===== src/rtl/fetch_unit.sv =====
// Two-wide instruction fetch front end: issues paired 16-bit fetches and buffers
// the returned instructions, with their byte PCs, in a circular queue for decode.
module fetch_unit #(
  parameter int          QDEPTH   = 8,
  parameter logic [15:0] RESET_PC = 16'h0000
) (
  input  logic                      clk,
  input  logic                      rst,
  input  logic                      redirect_valid,
  input  logic [15:0]               redirect_pc,
  output logic [15:0]               im_addr_1,
  output logic [15:0]               im_addr_2,
  input  logic [15:0]               im_inst_1,
  input  logic [15:0]               im_inst_2,
  input  logic [1:0]                deq_count,
  output logic                      out_valid_1,
  output logic                      out_valid_2,
  output logic [15:0]               out_inst_1,
  output logic [15:0]               out_inst_2,
  output logic [15:0]               out_pc_1,
  output logic [15:0]               out_pc_2,
  output logic [$clog2(QDEPTH):0]   q_count
);

  localparam int          PW      = $clog2(QDEPTH);
  localparam int          CW      = PW + 1;
  localparam logic [PW:0] L_QD    = (PW + 1)'(QDEPTH);
  localparam logic [CW:0] L_LIMIT = (CW + 1)'(QDEPTH - 2);

  // QDEPTH need not be a power of two, so pointer wrap is an explicit compare.
  function automatic logic [PW-1:0] f_ptr_add(input logic [PW-1:0] p, input logic [1:0] n);
    logic [PW:0] s;
    logic [PW:0] w;
    s = {1'b0, p} + {{(PW-1){1'b0}}, n};
    w = (s >= L_QD) ? (s - L_QD) : s;
    return w[PW-1:0];
  endfunction

  logic [15:0]   r_pc;
  logic [15:0]   r_inflight_pc;
  logic          r_inflight;
  logic [PW-1:0] r_head;
  logic [PW-1:0] r_tail;
  logic [CW-1:0] r_count;
  logic [15:0]   r_q_inst [QDEPTH];
  logic [15:0]   r_q_pc   [QDEPTH];

  logic [15:0]   w_redir_pc;
  logic [CW:0]   w_need;
  logic          w_issue;
  logic          w_push;
  logic [1:0]    w_deq;
  logic [1:0]    w_pop;
  logic [CW-1:0] w_push_amt;
  logic [CW-1:0] w_count_next;
  logic [PW-1:0] w_head_1;
  logic [PW-1:0] w_tail_1;
  logic          w_valid_1;
  logic          w_valid_2;

  assign w_redir_pc = redirect_pc & 16'hFFFE;

  // Reservation counts the in-flight pair as already occupying two slots.
  assign w_need  = {1'b0, r_count} + {{(CW-1){1'b0}}, r_inflight, 1'b0};
  assign w_issue = ~redirect_valid & (w_need <= L_LIMIT);
  assign w_push  = r_inflight & ~redirect_valid;

  assign w_head_1 = f_ptr_add(r_head, 2'd1);
  assign w_tail_1 = f_ptr_add(r_tail, 2'd1);

  assign w_valid_1 = (r_count != {CW{1'b0}});
  assign w_valid_2 = (r_count >= {{(CW-2){1'b0}}, 2'd2});

  // Clamp the decode request and never pop more than the queue holds.
  always_comb begin
    w_deq = (deq_count == 2'd3) ? 2'd2 : deq_count;
    if (w_valid_2) begin
      w_pop = w_deq;
    end else if (w_valid_1) begin
      w_pop = (w_deq != 2'd0) ? 2'd1 : 2'd0;
    end else begin
      w_pop = 2'd0;
    end
    w_push_amt   = w_push ? {{(CW-2){1'b0}}, 2'd2} : {CW{1'b0}};
    w_count_next = r_count + w_push_amt - {{(CW-2){1'b0}}, w_pop};
  end

  // Fetch PC, in-flight tracking and queue pointers.
  always_ff @(posedge clk) begin
    if (rst) begin
      r_pc          <= RESET_PC;
      r_inflight    <= 1'b0;
      r_inflight_pc <= 16'h0000;
      r_head        <= {PW{1'b0}};
      r_tail        <= {PW{1'b0}};
      r_count       <= {CW{1'b0}};
    end else if (redirect_valid) begin
      r_pc          <= w_redir_pc;
      r_inflight    <= 1'b0;
      r_inflight_pc <= r_inflight_pc;
      r_head        <= {PW{1'b0}};
      r_tail        <= {PW{1'b0}};
      r_count       <= {CW{1'b0}};
    end else begin
      if (w_issue) begin
        r_pc          <= r_pc + 16'd4;
        r_inflight    <= 1'b1;
        r_inflight_pc <= r_pc;
      end else begin
        r_pc          <= r_pc;
        r_inflight    <= 1'b0;
        r_inflight_pc <= r_inflight_pc;
      end
      if (w_push) begin
        r_tail <= f_ptr_add(r_tail, 2'd2);
      end else begin
        r_tail <= r_tail;
      end
      r_head  <= f_ptr_add(r_head, w_pop);
      r_count <= w_count_next;
    end
  end

  // Queue storage; slot 1 data lands ahead of slot 2 to keep program order.
  always_ff @(posedge clk) begin
    if (!rst && w_push) begin
      r_q_inst[r_tail]   <= im_inst_1;
      r_q_pc[r_tail]     <= r_inflight_pc;
      r_q_inst[w_tail_1] <= im_inst_2;
      r_q_pc[w_tail_1]   <= r_inflight_pc + 16'd2;
    end
  end

  assign im_addr_1   = r_pc;
  assign im_addr_2   = r_pc + 16'd2;
  assign out_valid_1 = w_valid_1;
  assign out_valid_2 = w_valid_2;
  assign out_inst_1  = w_valid_1 ? r_q_inst[r_head]   : 16'h0000;
  assign out_pc_1    = w_valid_1 ? r_q_pc[r_head]     : 16'h0000;
  assign out_inst_2  = w_valid_2 ? r_q_inst[w_head_1] : 16'h0000;
  assign out_pc_2    = w_valid_2 ? r_q_pc[w_head_1]   : 16'h0000;
  assign q_count     = r_count;

endmodule


===== config.mk =====
export PLATFORM = sky130hd
export DESIGN_NAME = fetch_unit
export DESIGN_NICKNAME = d
export VERILOG_FILES = /design/src/rtl/fetch_unit.sv
export SDC_FILE = /design/constraint.sdc
export NUM_CORES = 1
export LEC_CHECK = 0
export CORE_ASPECT_RATIO = 0.5
export CORE_MARGIN = 5
export CORE_UTILIZATION = 61
export CTS_CLUSTER_DIAMETER = 120
export DETAILED_ROUTE_END_ITERATION = 8
export GPL_TIMING_DRIVEN = 0
export HOLD_SLACK_MARGIN = 0.1
export PLACE_DENSITY = 0.91
export SLEW_MARGIN = 40
export SYNTH_ARGS = -nofsm -noshare
export SYNTH_HDL_FRONTEND = slang
export SYNTH_SLANG_ARGS = --single-unit

===== constraint.sdc =====
create_clock -name clk -period 10.77 [get_ports clk]
set_input_delay 3.231 -clock clk [delete_from_list [all_inputs] [get_ports clk]]
set_output_delay 3.231 -clock clk [all_outputs]
set_load 0.03 [all_outputs]

==> impl_metrics.json <==
{
  "outcome": "finished clean",
  "ctsHtreeMaxLevel": 1,
  "dieArea_mm2": 0.02580,
  "drc": 0,
  "ctsResizeCount": 0,
  "cts_inserted_buffers": 26,
  "crit_path_max_fanout": 10,
  "grt_use_total": 0.3137,
  "vias": 9655,
  "drive_gt1_frac": 0.1904,
  "clk_latency_ps": 530,
  "min_path_type": "reg2reg",
  "cts_hold_buf": 0,
  "globalRouteOverflowTotal": 0,
  "p_comb_frac": 0.418,
  "ir_drop_v": 0.0001813,
  "ant_nets": 0,
  "yosys_warnings": 0,
  "dp_hpwl_um": 24070,
  "rows": 38,
  "arrival_ps": 3950,
  "gp_congestion": 0.8057,
  "syn_area_mm2": 0.01374,
  "syn-instance-count": 865,
  "nets": 1119,
  "crit_chain": "ha_1 > clkbuf_1 > buf_2 > buf_2 > mux4_2 > nand2_1 > a21oi_1 > clkdlybuf4s50_1",
  "synthArstFlopShare": 0,
  "wl_per_cell_um": 29.62,
  "timing.max_cap.violations": 0,
  "ff2ff_path_depth": 14,
  "core_area_mm2": 0.02192,
  "first_global_vias": 10060,
  "switchingPower_mw": 1.397,
  "drt_iter0_drc": 1376,
  "wl_um": 40490,
  "multi_input_comb_area_mm2": 0.005159,
  "synthDominantCellAreaShare": 0.5422,
  "worst_pin_slew_ps": 932.3,
  "worstSetupStartpointType": "flip-flop",
  "cts_tree": "built",
  "dr.pass1.iters": 5,
  "internal_power_mw": 2.359,
  "p_sw_frac": 0.3720,
  "yosys_register_bits": 288,
  "hold_violations": 0,
  "slew_headroom": 0.3785,
  "synth.area.top_cells": "edfxtp_1 (54%), mux4_2 (20%), dfxtp_1 (5.8%), mux2i_1 (3.4%), nand2_1 (2.3%)",
  "cts_setup_buffers": 0,
  "power_mw": 3.757,
  "clock.fmax_ghz": 0.1392,
  "synthDistinctLibCells": 42,
  "die_x_um": 222.2,
  "initial_utilization": 0.6267,
  "p_clk_frac": 0.241,
  "critPathCaptureType": "output port",
  "finalSetupViolCount": 0,
  "cp.required_ps": 7540,
  "fin_tns_setup_ps": 0,
  "vias_per_cell": 7.063,
  "power_density_mw_per_mm2": 227.7,
  "io_pins": 155,
  "regArea_mm2": 0.008248,
  "cpPeakStageDelay_ps": 760,
  "dp_cells": 1320,
  "clock_sinks": 288,
  "seqPwrFrac": 0.341,
  "hold_depth": 2,
  "syn2layout_area_growth_pct": 20.12,
  "ys.flop_type": "edfxtp_1",
  "worst_slack_ps": 3588,
  "clockBufferDepth": 3,
  "leakagePower_nw": 5.348,
  "crit_path_top_delay_cell": "clkdlybuf4s50_1",
  "antenna_found_initial": 1,
  "crit_top_cell": "buf_2",
  "synth_top_area_cell": "edfxtp_1",
  "ctsRootBufferMaster": "clkbuf_16",
  "io_buffers": 148,
  "grt_pass1_wl_um": 60860,
  "rsz0062_at_grt": "no",
  "post-route-period-util": 0.6668,
  "grt_max_degree": 36,
  "clk_pin_slew_ps": 70,
  "synth_edf_count": 248,
  "fin_skew_ps": 13.12,
  "path_class": "reg2out",
  "yosysSeqAreaShare": 0.6005,
  "avgSynthCellArea_um2": 15.88,
  "fill_cells": 1133,
  "layout.cells.non_filler": 1367,
  "fp.dieH_um": 116.1,
  "pre_cts_ws_ps": 4311,
  "maxSlewViolCount": 0,
  "timing.hold.ws_ps": 551.4,
  "fin_crit_ps": 7182
}
-- layout by cell type (no fill, tap or decap), types with 5 or more instances in the layout --
master | Yosys | routed
edfxtp_1 | 248 | 248
clkdlybuf4s50_1 | 0 | 148
mux4_2 | 124 | 124
nand2_1 | 85 | 85
nor2_1 | 77 | 77
mux2i_1 | 46 | 46
clkbuf_1 | 31 | 41
dfxtp_1 | 40 | 40
a21oi_1 | 34 | 34
clkbuf_16 | 0 | 28
buf_2 | 21 | 24
xnor2_1 | 18 | 18
xor2_1 | 17 | 17
ha_1 | 15 | 15
inv_1 | 14 | 14
nand3_1 | 10 | 10
a311oi_1 | 9 | 9
or4_1 | 7 | 7
o31ai_1 | 7 | 7
and3_1 | 9 | 5
-- final timing paths --
path                            slack, ps           endpoint           from
worst max-delay path                 3590        out_pc_2[6]      r_head[1]
worst min-delay path                  550  r_inflight_pc[15]  im_addr_1[15]
worst max register to register       7490         q_count[3]     q_count[2]
worst min register to register        550  r_inflight_pc[15]  im_addr_1[15]
-- state kept, by name, indices dropped and copies added (netlist names) --
name and cells:
r_tail 2, r_inflight 1, r_inflight_pc 15, r_q_inst 128
r_head 3, r_q_pc 120, im_addr_1 15, q_count 4
-- routing by layer --
layer | routed length [µm] | vias to the layer above | global-route usage
met5 | 20 | - | 0
met1 | 13480 | 4687 | 0.3930
met3 | 5242 | 214 | 0.08187
met2 | 19450 | 1002 | 0.5191
met4 | 2301 | 2 | 0.1654
li1 | - | 3750 | -
-- cell type report --
| class | count | area share |
|---|---|---|
| multi-input cells | 500 | 0.3127 |
| clock buffers | 41 | 0.04603 |
| well taps | 300 | 0.02275 |
| diodes | 1 | 0.0001517 |
| repair buffers | 152 | 0.09464 |
| inverters | 15 | 0.003412 |
| plain buffers | 65 | 0.01881 |
| flip-flops and latches | 288 | 0.4999 |
| clock inverters | 5 | 0.001668 |
-- worst max-delay path: cells and delay by family, from the launching register on --
family | cells | cell delay, ps
AO/OA/AOI/OAI | 1 | 350
adder cells (fa/ha/maj) | 1 | 350
buffers and inverters | 4 | 1990
flip-flops | 1 | 400
multiplexers | 1 | 250
AND/OR/NAND/NOR | 1 | 80
-- logic make-up after synthesis --
kind of cell / Yosys count / synth area share
flops: 288 / 0.6005
simple gates: 213 / 0.06841
buf+inv: 80 / 0.02623
xor+xnor: 36 / 0.02350
other cells: 1 / 0.0002730
fa+ha+maj: 18 / 0.01804
compound gates: 59 / 0.02623
mux: 170 / 0.2368
-- cell usage after synthesis, types with 7 or more instances --
cell type,n
a21oi_1,34
buf_1,7
nand2_1,85
mux4_2,124
a311oi_1,9
and3_1,9
clkbuf_1,31
xnor2_1,18
inv_1,14
mux2i_1,46
or4_1,7
o31ai_1,7
edfxtp_1,248
ha_1,15
xor2_1,17
dfxtp_1,40
nand3_1,10
nor2_1,77
buf_2,21
-- through the flow --
step / instance area [µm²] / util
floorplan: 13750 / -
detailed placement: 15710 / 0.7166
global route: 16500 / 0.7527
global placement: 15600 / 0.7119
CTS: 16490 / 0.7525
finish: 16500 / 0.7528
-- power by group through the flow --
stage | Clock [mW] | Combinational (mW) | Sequential [mW]
floorplan | 0 | 0.939 | 1.31
global placement | 0 | 1.47 | 1.30
global route | 0.948 | 1.64 | 1.28
CTS | 0.892 | 1.55 | 1.28
finish | 0.904 | 1.57 | 1.28
detailed placement | 0 | 1.51 | 1.30
Note: power is estimated with default switching activity, not from simulation.
